[src/rtl/hazard_sched_pkg.sv]
// ============================================================================
// hazard_sched_pkg : shared constants for the hazard scheduler
// Revision 1.0
// ============================================================================
`default_nettype none

package hazard_sched_pkg;

  localparam logic [1:0] FWD_RF    = 2'b00;
  localparam logic [1:0] FWD_EXMEM = 2'b10;
  localparam logic [1:0] FWD_MEMWB = 2'b01;

  localparam int SLOT_V_W   = 1;
  localparam int SLOT_DST_W = 5;
  localparam int SLOT_LD_W  = 1;

  localparam logic [4:0] REG_ZERO = 5'd0;

endpackage

`default_nettype wire

[src/rtl/hazard_sched_if.sv]
// ============================================================================
// hazard_sched_if : ID-stage request and hazard control bundle
// Revision 1.0
// ============================================================================
`default_nettype none

interface hazard_sched_if #(
  parameter int REG_W = 5,
  parameter int CNT_W = 16
);
  logic             id_valid;
  logic [REG_W-1:0] id_rs;
  logic [REG_W-1:0] id_rt;
  logic [REG_W-1:0] id_rd;
  logic             id_uses_rs;
  logic             id_uses_rt;
  logic             id_reg_dst;
  logic             id_reg_write;
  logic             id_mem_read;
  logic             ex_branch_taken;
  logic             stall;
  logic             bubble;
  logic             flush_ifid;
  logic [1:0]       fwd_a;
  logic [1:0]       fwd_b;
  logic [CNT_W-1:0] stall_cnt;
  logic [CNT_W-1:0] flush_cnt;

  modport master (
    output id_valid, id_rs, id_rt, id_rd, id_uses_rs, id_uses_rt,
           id_reg_dst, id_reg_write, id_mem_read, ex_branch_taken,
    input  stall, bubble, flush_ifid, fwd_a, fwd_b, stall_cnt, flush_cnt
  );

  modport slave (
    input  id_valid, id_rs, id_rt, id_rd, id_uses_rs, id_uses_rt,
           id_reg_dst, id_reg_write, id_mem_read, ex_branch_taken,
    output stall, bubble, flush_ifid, fwd_a, fwd_b, stall_cnt, flush_cnt
  );
endinterface

`default_nettype wire

[src/rtl/hazard_sched_match.sv]
// ============================================================================
// hazard_match : one source register against one in-flight destination slot
// Revision 1.0
// ============================================================================
`default_nettype none

module hazard_match
  import hazard_sched_pkg::*;
#(
  parameter int REG_W = 5
) (
  input  wire logic [REG_W-1:0] src,
  input  wire logic             uses,
  input  wire logic             slot_v,
  input  wire logic [REG_W-1:0] slot_dst,
  output logic                  hit
);

  // $0 is hard-wired, so reading it never depends on an older writer
  assign hit = slot_v & uses & (src != REG_W'(REG_ZERO)) & (src == slot_dst);

endmodule

`default_nettype wire

[src/rtl/hazard_sched.sv]
// ============================================================================
// hazard_sched : stall/bubble/flush generation and forwarding selects
// Revision 1.0
// ============================================================================
`default_nettype none

module hazard_sched
  import hazard_sched_pkg::*;
#(
  parameter int FORWARD_EN = 1,
  parameter int REG_W      = 5,
  parameter int CNT_W      = 16
) (
  input wire logic      clk,
  input wire logic      rst_n,
  hazard_sched_if.slave hs
);

  logic [SLOT_V_W-1:0]  ex_v;
  logic [REG_W-1:0]     ex_dst;
  logic [SLOT_LD_W-1:0] ex_ld;
  logic [SLOT_V_W-1:0]  mem_v;
  logic [REG_W-1:0]     mem_dst;

  logic [REG_W-1:0] id_dst;
  logic             id_entry_v;
  logic             rs_ex, rt_ex, rs_mem, rt_mem;
  logic             raw_stall;
  logic             stall, bubble, flush;
  logic [1:0]       fwd_a_nxt, fwd_b_nxt;
  logic [1:0]       fwd_a, fwd_b;
  logic [CNT_W-1:0] stall_cnt, flush_cnt;

  assign id_dst     = hs.id_reg_dst ? hs.id_rd : hs.id_rt;
  assign id_entry_v = hs.id_valid & hs.id_reg_write & (id_dst != REG_W'(REG_ZERO));

  hazard_match #(.REG_W(REG_W)) u_rs_ex (
    .src(hs.id_rs), .uses(hs.id_uses_rs), .slot_v(ex_v[0]), .slot_dst(ex_dst), .hit(rs_ex)
  );
  hazard_match #(.REG_W(REG_W)) u_rt_ex (
    .src(hs.id_rt), .uses(hs.id_uses_rt), .slot_v(ex_v[0]), .slot_dst(ex_dst), .hit(rt_ex)
  );
  hazard_match #(.REG_W(REG_W)) u_rs_mem (
    .src(hs.id_rs), .uses(hs.id_uses_rs), .slot_v(mem_v[0]), .slot_dst(mem_dst), .hit(rs_mem)
  );
  hazard_match #(.REG_W(REG_W)) u_rt_mem (
    .src(hs.id_rt), .uses(hs.id_uses_rt), .slot_v(mem_v[0]), .slot_dst(mem_dst), .hit(rt_mem)
  );

  generate
    if (FORWARD_EN != 0) begin : g_fwd
      // Only a load in EX cannot be bypassed in time
      assign raw_stall = hs.id_valid & (rs_ex | rt_ex) & ex_ld[0];
    end else begin : g_nofwd
      assign raw_stall = hs.id_valid & (rs_ex | rt_ex | rs_mem | rt_mem);
    end
  endgenerate

  // A taken branch kills the ID instruction, so its hazards are moot
  assign flush  = hs.ex_branch_taken;
  assign stall  = raw_stall & ~flush;
  assign bubble = flush | stall;

  always_comb begin
    fwd_a_nxt = FWD_RF;
    fwd_b_nxt = FWD_RF;
    if ((FORWARD_EN != 0) && !bubble) begin
      if (rs_ex)       fwd_a_nxt = FWD_EXMEM;
      else if (rs_mem) fwd_a_nxt = FWD_MEMWB;
      if (rt_ex)       fwd_b_nxt = FWD_EXMEM;
      else if (rt_mem) fwd_b_nxt = FWD_MEMWB;
    end
  end

  // The MEM slot drops the load flag: its data is already available to bypass
  always_ff @(posedge clk or negedge rst_n) begin
    if (!rst_n) begin
      ex_v    <= '0;
      ex_dst  <= '0;
      ex_ld   <= '0;
      mem_v   <= '0;
      mem_dst <= '0;
      fwd_a   <= FWD_RF;
      fwd_b   <= FWD_RF;
    end else begin
      mem_v   <= ex_v;
      mem_dst <= ex_dst;
      ex_v    <= bubble ? 1'b0 : id_entry_v;
      ex_dst  <= id_dst;
      ex_ld   <= hs.id_mem_read;
      fwd_a   <= fwd_a_nxt;
      fwd_b   <= fwd_b_nxt;
    end
  end

  always_ff @(posedge clk or negedge rst_n) begin
    if (!rst_n) begin
      stall_cnt <= '0;
      flush_cnt <= '0;
    end else begin
      if (stall && !(&stall_cnt)) stall_cnt <= stall_cnt + 1'b1;
      if (flush && !(&flush_cnt)) flush_cnt <= flush_cnt + 1'b1;
    end
  end

  assign hs.stall      = stall;
  assign hs.bubble     = bubble;
  assign hs.flush_ifid = flush;
  assign hs.fwd_a      = fwd_a;
  assign hs.fwd_b      = fwd_b;
  assign hs.stall_cnt  = stall_cnt;
  assign hs.flush_cnt  = flush_cnt;

endmodule

`default_nettype wire

[src/flat_wrapper.sv]
// flat-port wrapper written by rule: the top's interface ports become plain ports
module hazard_sched_flat import hazard_sched_pkg::*;
#(
  parameter int FORWARD_EN = 1,
  parameter int REG_W      = 5,
  parameter int CNT_W      = 16
)
  (clk, rst_n, hs_id_valid, hs_id_rs, hs_id_rt, hs_id_rd, hs_id_uses_rs, hs_id_uses_rt, hs_id_reg_dst, hs_id_reg_write, hs_id_mem_read, hs_ex_branch_taken, hs_stall, hs_bubble, hs_flush_ifid, hs_fwd_a, hs_fwd_b, hs_stall_cnt, hs_flush_cnt);
  hazard_sched_if #(.REG_W(REG_W), .CNT_W(CNT_W)) hs_i ();
  input wire logic clk;
  input wire logic rst_n;
  input wire logic [$bits(hs_i.id_valid)-1:0] hs_id_valid;
  input wire logic [$bits(hs_i.id_rs)-1:0] hs_id_rs;
  input wire logic [$bits(hs_i.id_rt)-1:0] hs_id_rt;
  input wire logic [$bits(hs_i.id_rd)-1:0] hs_id_rd;
  input wire logic [$bits(hs_i.id_uses_rs)-1:0] hs_id_uses_rs;
  input wire logic [$bits(hs_i.id_uses_rt)-1:0] hs_id_uses_rt;
  input wire logic [$bits(hs_i.id_reg_dst)-1:0] hs_id_reg_dst;
  input wire logic [$bits(hs_i.id_reg_write)-1:0] hs_id_reg_write;
  input wire logic [$bits(hs_i.id_mem_read)-1:0] hs_id_mem_read;
  input wire logic [$bits(hs_i.ex_branch_taken)-1:0] hs_ex_branch_taken;
  output wire logic [$bits(hs_i.stall)-1:0] hs_stall;
  output wire logic [$bits(hs_i.bubble)-1:0] hs_bubble;
  output wire logic [$bits(hs_i.flush_ifid)-1:0] hs_flush_ifid;
  output wire logic [$bits(hs_i.fwd_a)-1:0] hs_fwd_a;
  output wire logic [$bits(hs_i.fwd_b)-1:0] hs_fwd_b;
  output wire logic [$bits(hs_i.stall_cnt)-1:0] hs_stall_cnt;
  output wire logic [$bits(hs_i.flush_cnt)-1:0] hs_flush_cnt;
  assign hs_i.id_valid = hs_id_valid;
  assign hs_i.id_rs = hs_id_rs;
  assign hs_i.id_rt = hs_id_rt;
  assign hs_i.id_rd = hs_id_rd;
  assign hs_i.id_uses_rs = hs_id_uses_rs;
  assign hs_i.id_uses_rt = hs_id_uses_rt;
  assign hs_i.id_reg_dst = hs_id_reg_dst;
  assign hs_i.id_reg_write = hs_id_reg_write;
  assign hs_i.id_mem_read = hs_id_mem_read;
  assign hs_i.ex_branch_taken = hs_ex_branch_taken;
  assign hs_stall = hs_i.stall;
  assign hs_bubble = hs_i.bubble;
  assign hs_flush_ifid = hs_i.flush_ifid;
  assign hs_fwd_a = hs_i.fwd_a;
  assign hs_fwd_b = hs_i.fwd_b;
  assign hs_stall_cnt = hs_i.stall_cnt;
  assign hs_flush_cnt = hs_i.flush_cnt;
  hazard_sched #(.FORWARD_EN(FORWARD_EN), .REG_W(REG_W), .CNT_W(CNT_W)) u_core (.clk(clk), .rst_n(rst_n), .hs(hs_i));
endmodule
[config.mk]
export PLATFORM = sky130hd
export DESIGN_NAME = hazard_sched_flat
export DESIGN_NICKNAME = d
export VERILOG_FILES = /design/src/rtl/hazard_sched_pkg.sv /design/src/rtl/hazard_sched_if.sv /design/src/rtl/hazard_sched_match.sv /design/src/rtl/hazard_sched.sv /design/src/flat_wrapper.sv
export SDC_FILE = /design/constraint.sdc
export NUM_CORES = 1
export LEC_CHECK = 0
export ABC_AREA = 0
export CAP_MARGIN = 20
export CELL_PAD_IN_SITES_DETAIL_PLACEMENT = 0
export CELL_PAD_IN_SITES_GLOBAL_PLACEMENT = 1
export CORE_MARGIN = 3
export CORE_UTILIZATION = 38
export CTS_CLUSTER_SIZE = 10
export DETAILED_ROUTE_END_ITERATION = 12
export PLACE_DENSITY_LB_ADDON = 0.1
export SYNTH_ARGS = -nofsm -noshare
export SYNTH_HDL_FRONTEND = slang
export SYNTH_SLANG_ARGS = --single-unit
export TNS_END_PERCENT = 50
[constraint.sdc]
create_clock -name clk -period 2.8 [get_ports clk]
set_clock_uncertainty 0.1 [all_clocks]
set_input_delay 0.56 -clock clk [delete_from_list [all_inputs] [get_ports clk]]
set_output_delay 0.56 -clock clk [all_outputs]
set_load 0.01 [all_outputs]
==> results of run 1 <==
[cells by family (layout without fill, tap and decap cells)]
kind of cell             Yosys count  count (layout)
AO/OA/AOI/OAI                     11              11
XOR/XNOR                          47              47
adder cells (fa/ha/maj)            2               2
buffers and inverters              6             106
flip-flops                        49              49
multiplexers                       9               9
AND/OR/NAND/NOR                   90              90
[flip-flops by register name, summed over array words and instances, names as in the netlist]
name,count
u_core.hs.fwd_b,2
u_core.ex_dst,5
u_core.mem_v,1
u_core.ex_v,1
u_core.hs.fwd_a,2
u_core.hs.flush_cnt,16
u_core.mem_dst,5
u_core.ex_ld,1
u_core.hs.stall_cnt,16
[worst max-delay path by stage]
stage | slack [ns] | end
floorplan | 0.42 | hs_stall
global route | -0.00006 | hs_stall
CTS | 0.004 | hs_stall
detailed placement | -0.57 | hs_bubble
finish | 0.06 | hs_stall
global placement | -0.55 | hs_bubble
[cells in the final DEF, fill, tap and decap left out, drive strengths merged, types with 2 or more instances in the layout]
| cell type | instances |
|---|---|
| nor3 | 7 |
| ha | 2 |
| and2 | 2 |
| xor2 | 23 |
| xnor2 | 24 |
| and4 | 2 |
| dlygate4sd2 | 3 |
| nand2b | 2 |
| o21ai | 4 |
| nor4 | 8 |
| and3 | 4 |
| inv | 3 |
| mux2 | 9 |
| nor2 | 13 |
| nor4b | 2 |
| clkbuf | 11 |
| o21bai | 2 |
| nand2 | 19 |
| nand4 | 9 |
| clkdlybuf4s50 | 48 |
| a2111oi | 2 |
| buf | 36 |
| nand3 | 14 |
| or4 | 3 |
| nor3b | 2 |
| dfrtp | 49 |
| clkdlybuf4s15 | 2 |
[area by class of cell]
| class | instances | area [µm²] |
|---|---|---|
| Fill cell | 544 | 2542 |
| Multi-Input combinational cell | 159 | 1241 |
| Sequential cell | 49 | 1226 |
| Timing Repair Buffer | 95 | 834.6 |
| Tap cell | 75 | 93.84 |
| Clock buffer | 6 | 72.57 |
| Clock inverter | 2 | 38.79 |
| Inverter | 3 | 11.26 |
[report_power, final]
part | internal [W] | total, W | leakage (nW) | switching [W]
registers | 0.000769 | 0.000845 | 0.641 | 0.0000762
logic | 0.000218 | 0.000359 | 0.868 | 0.000141
clock network | 0.000268 | 0.000509 | 0.0554 | 0.000240
total | 0.00126 | 0.00171 | 1.56 | 0.000457
[what timing repair did]
item | 4_1_cts | 5_1_grt
resized for setup | 24 | 22
hold endpoints to repair | 0 | 0
pin swaps | 13 | 14
setup endpoints to repair | 2 | 3
setup buffers | 10 | 4
[routing by layer]
layer / up-vias / global-route usage, % / part of all wire (%)
met5: - / 0 / 0
met4: 0 / 4.317 / 1.3
met3: 7 / 3.746 / 4.5
met2: 41 / 24.81 / 47
met1: 934 / 22.09 / 47
li1: 948 / - / -
[metrics by stage]
| step | total power [W] | hold slack [ns] | cells | worst slack [ns] | instance area [µm²] |
|---|---|---|---|---|---|
| finish | 0.001713 | 0.1784 | 389 | 0.06264 | 3518 |
| CTS | 0.001728 | 0.1983 | 386 | 0.003529 | 3455 |
| detailed placement | 0.001214 | 0.3219 | 368 | -0.5711 | 3269 |
| global route | 0.001801 | 0.2199 | 389 | -0.00006373 | 3518 |
| global placement | 0.001212 | 0.3194 | 368 | -0.5536 | 3269 |
| floorplan | 0.001008 | 0.1644 | 214 | 0.4154 | 2440 |
==> impl_metrics.toml, run 1 <==
[logic_synthesis]
yosys_warnings = 0
synth_top_flop_cell = "dfrtp_1"
synth-seq-cells = 49
avgSynthCellArea_um2 = 11.40
synth_compound_area_share_pct = 3.692
synth_top_family_by_area = "simple AND/OR/NAND/NOR gates"
syn-num-nets = 240
synth-xor-area-share_pct = 16.87
synth_area_leaders = "dfrtp_1 (50%), xnor2_1 (8.6%), xor2_1 (8.3%), mux2_2 (3.2%), nand2_1 (2.9%)"
synth_fa_ha_area_share_pct = 1.026
synth-async-reset-ratio_pct = 100.0
syn_inst = 214
synth_area_um2 = 2440
synth_most_common_cell = "dfrtp_1"
ys_types = 43
synth_top_area_cell = "dfrtp_1"
yosys-mux-area-fraction_pct = 4.308
synth_edf_count = 0
synthSimpleGateAreaFrac_pct = 22.15
yosysTopAreaCellShare_pct = 50.26
yosys-top-cells-count = "dfrtp_1 (49), xnor2_1 (24), xor2_1 (23), nand2_1 (19)"
ys_seq_area_share_pct = 50.26

[sta]
finalSetupTns_ns = 0
max_freq_mhz = 365.3
relSlewSlack_pct = 56.69
tightest_slew_ns = 0.6497
drv_slew = 0
hold_viol = 0
fin_crit_sh_pct = 97.76
setup_viol = 0
layout_min_cycle_time_ns = 2.737

[run]
max-cap-violations = 0

[min_path]
hp-class = "in2async"

[route]
antenna_left = 0
post_drt_via_cell_ratio = 4.961
dr_total_vias = 1930
drtPass1Iterations = 4
wl_per_cell_um = 14.55
wl_um = 5661
drt-initial-drc-count = 77
drc_errors = 0

[clocking]
cts_max_level = 2
cts_sinks = 49
clk_pin_slew_ns = 0.09
cts_max_path_buffers = 2
cts_buffers = 5
cts_root_buffer = "clkbuf_8"
cts_tree = "yes"
postCtsHoldBufs = 0
insertion_delay_ns = 0.30

[cells_and_area]
insertedDiodeCount = 0
utilization_pct = 58.05
nNetsFinal = 339
area.growth.synth_to_final_pct = 44.20
layout-drive-gt1-share_pct = 25.16

[floorplanning]
die_h_um = 86.13
die_w_um = 86.13
ioPinCount = 63
rows = 28
die_area_um2 = 7418
core_um2 = 6061
start_util_pct = 40.26

[critical_path]
crit_path_max_fanout = 6
path_cells = "dlygate4sd2_1 -> or4_4 -> o21ai_4 -> nor3_4 -> buf_4 -> o21bai_4 -> inv_2 -> buf_2"
r2r-start = "u_core.ex_dst[0]$_DFF_PN0_"
startpoint = "hs_id_rs[1]"
path_depth = 8
regToRegSetupSlack_ns = 0.18
worstPathRequired_ns = 2.14
critical_path_buf_inv_count = 4
endpoint_kind = "primary output"
crit_type = "in2out"
reg2reg_depth = 11
r2r_end = "u_core.hs.stall_cnt[12]$_DFFE_PN0P_"
slowest_stage = "or4_4"
arrival_ns = 2.08
cpPeakStageDelay_ns = 0.53
cp_top_family = "simple AND/OR/NAND/NOR gates"
start_kind = "input pin"

[global_routing]
grt_pass1_vias = 1925
grt_pass1_wl_um = 9377
track_usage_pct = 15.87
grt_max_degree = 30
antenna_found_initial = 0
grt_overflow = 0

[placed_design]
io_buffers = 62
dp_hpwl_um = 4168
gp_congestion = 0.8132

[power]
ir_drop_v = 0.0002565
cellPowerDensity_nw_per_um2 = 486.9
leakagePower_nw = 1.564

[outcome]
status = "finished, final reports clean"
(Power assumes the default switching activity.)
==> run 2, diff against run 1 <==
- RECOVER_POWER: unset -> 100
- SKIP_LAST_GASP: unset -> 1
==> run 2 against run 1 <==
  * The flow now finishes with violations (max-capacitance violations, max-slew violations)
  * Power decreased by 2.6%
  * Cell area down 1.6%
  * Global-route usage is the same
  * Register-to-register slack got worse by 0.03 ns
  * Non-clock buffer count fell by 3
  * Critical path type unchanged
  * Sequential share of layout area up 0.57 points
  * Critical path depth did not move
  * Fmax fell by 0.77%
  * Via count is 0.83% lower
  * Die area did not move
  * Cell count is 0.77% lower
  * Sequential power hardly changed
==> impl_metrics.toml, run 2 (synthesis results as in run 1) <==
[clocking]
postCtsHoldBufs = 0
clk_pin_slew_ns = 0.09
cts_root_buffer = "clkbuf_8"
cts_sinks = 49
cts_max_level = 2
insertion_delay_ns = 0.30
cts_buffers = 5
cts_max_path_buffers = 2
cts_tree = "yes"

[power]
sequentialPowerShare_pct = 50.6
swShare_pct = 26.96
clock_power_share_pct = 30.4
internal-power_w = 0.001218
power.combinational.fraction_pct = 19.0
ir_drop_v = 0.0002560
switchingPower_w = 0.0004497
leakagePower_nw = 1.618
cellPowerDensity_nw_per_um2 = 481.9

[placed_design]
gp_congestion = 0.8132
place_ws_ns = -0.5711
dp_hpwl_um = 4168
place_area_um2 = 3269
dp.cells = 368
io_buffers = 62

[cells_and_area]
area.growth.synth_to_final_pct = 41.90
insertedDiodeCount = 0
layoutNonFillerInstCount = 386
nNetsFinal = 336
fillerInstances = 548
layout.cells.most_common_list = "dfrtp_1 (49), dlygate4sd3_1 (38), buf_4 (27), xnor2_1 (24), xor2_1 (23)"
layout_commonest_cell = "dfrtp_1"
reg.largest.list = "u_core.hs.flush_cnt x16, u_core.hs.stall_cnt x16"
layout-drive-gt1-share_pct = 20.26
design_area_um2 = 3462

[global_routing]
grt_pass1_vias = 1925
grt_overflow = 0
track_usage_pct = 15.87
antenna_found_initial = 0
grt_max_degree = 30
grt_pass1_wl_um = 9377

[critical_path]
crit_path_max_fanout = 6
regToRegSetupSlack_ns = 0.15
path_cells = "dlygate4sd2_1 -> or4_4 -> o21ai_4 -> nor3_4 -> buf_4 -> o21bai_4 -> inv_2 -> buf_2"
start_kind = "input pin"
cpPeakStageDelay_ns = 0.53
worstPathRequired_ns = 2.14
endpoint_kind = "primary output"
arrival_ns = 2.10
crit_type = "in2out"
slowest_stage = "or4_4"
critical_path_buf_inv_count = 4
cp_top_family = "simple AND/OR/NAND/NOR gates"

[floorplanning]
rows = 28
die_h_um = 86.13
ioPinCount = 63
core_um2 = 6061
die_w_um = 86.13
start_util_pct = 40.26
die_area_um2 = 7418

[sta]
layout_min_cycle_time_ns = 2.759
rsz0062_at_grt = "true"
hold_viol = 0
drv_slew = 30
tightest_slew_ns = 1.581
max_freq_mhz = 362.5
fin_crit_sh_pct = 98.52
setup_viol = 0
timing.final.ws_setup_ns = 0.04131
relSlewSlack_pct = -5.418
finalSetupTns_ns = 0

[route]
dr_total_vias = 1914
drtPass1Iterations = 4
drt-initial-drc-count = 49
wl_um = 5639
antenna_left = 0
drc_errors = 0
post_drt_via_cell_ratio = 4.959
wl_per_cell_um = 14.61

[outcome]
status = "complete, but fails checks"
violations = "max-capacitance violations, max-slew violations"

[run]
max-cap-violations = 1

[min_path]
hp-class = "reg2reg"
[run 2: routing by layer]
metal  vias to the layer above  global-route usage (%)  wire (µm)
met3                         7                   3.746        258
li1                        944                       -          -
met2                        43                   24.81       2638
met5                         -                       0          0
met1                       920                   22.09       2669
met4                         0                   4.317         72
[run 2: worst paths after layout]
check / from / endpoint / cells past startpoint
hold reg to reg: u_core.ex_v$_DFF_PN0_ / u_core.mem_v$_DFF_PN0_ / 0
setup reg to reg: u_core.ex_dst[0]$_DFF_PN0_ / u_core.hs.stall_cnt[12]$_DFFE_PN0P_ / 11
max in group asynchronous: rst_n / u_core.hs.stall_cnt[13]$_DFFE_PN0P_ / 2
min in group asynchronous: rst_n / u_core.hs.fwd_a[0]$_DFF_PN0_ / 1
hold / removal: u_core.ex_v$_DFF_PN0_ / u_core.mem_v$_DFF_PN0_ / 0
setup / recovery: hs_id_rs[1] / hs_stall / 8
[run 2: power groups by stage]
| stage | clock network, W | registers [W] | logic [W] |
|---|---|---|---|
| after detailed placement | 0 | 0.000862 | 0.000352 |
| after CTS | 0.000527 | 0.000848 | 0.000353 |
| after global placement | 0 | 0.000862 | 0.000350 |
| after global routing | 0.000551 | 0.000856 | 0.000348 |
| final | 0.000508 | 0.000843 | 0.000317 |
| after floorplan | 0 | 0.000869 | 0.000140 |
[run 2: repair_timing]
action                                  in CTS  in global routing
endpoints found under the setup margin       2                  3
pin swaps                                   13                 10
gates cloned                                 0                  0
setup buffers                               10                  1
gates resized for setup                     23                 14
[run 2: stage by stage]
step | total power (W) | util [%] | hold WS (ns)
after global placement | 0.001212 | 53.94 | 0.3194
after global routing | 0.001755 | 57.12 | 0.3623
after CTS | 0.001728 | 56.98 | 0.1983
after floorplan | 0.001008 | - | 0.1644
final | 0.001668 | 57.12 | 0.3462
after detailed placement | 0.001214 | 53.94 | 0.3219
[run 2: area by class of cell]
type	count	area [µm²]	area share, %
flip-flops and latches	49	1226	35.42
clock inverters	2	38.79	1.120
repair buffers	92	803.3	23.20
clock buffers	6	72.57	2.096
inverters	3	11.26	0.3253
well taps	75	93.84	2.711
multi-input cells	159	1216	35.13
==> run 3, diff against run 2 <==
- ABC_CLOCK_PERIOD_IN_PS: unset -> 2800
==> results of run 3 <==
The final DEF is identical to that of run 2; final timing and power are the same.
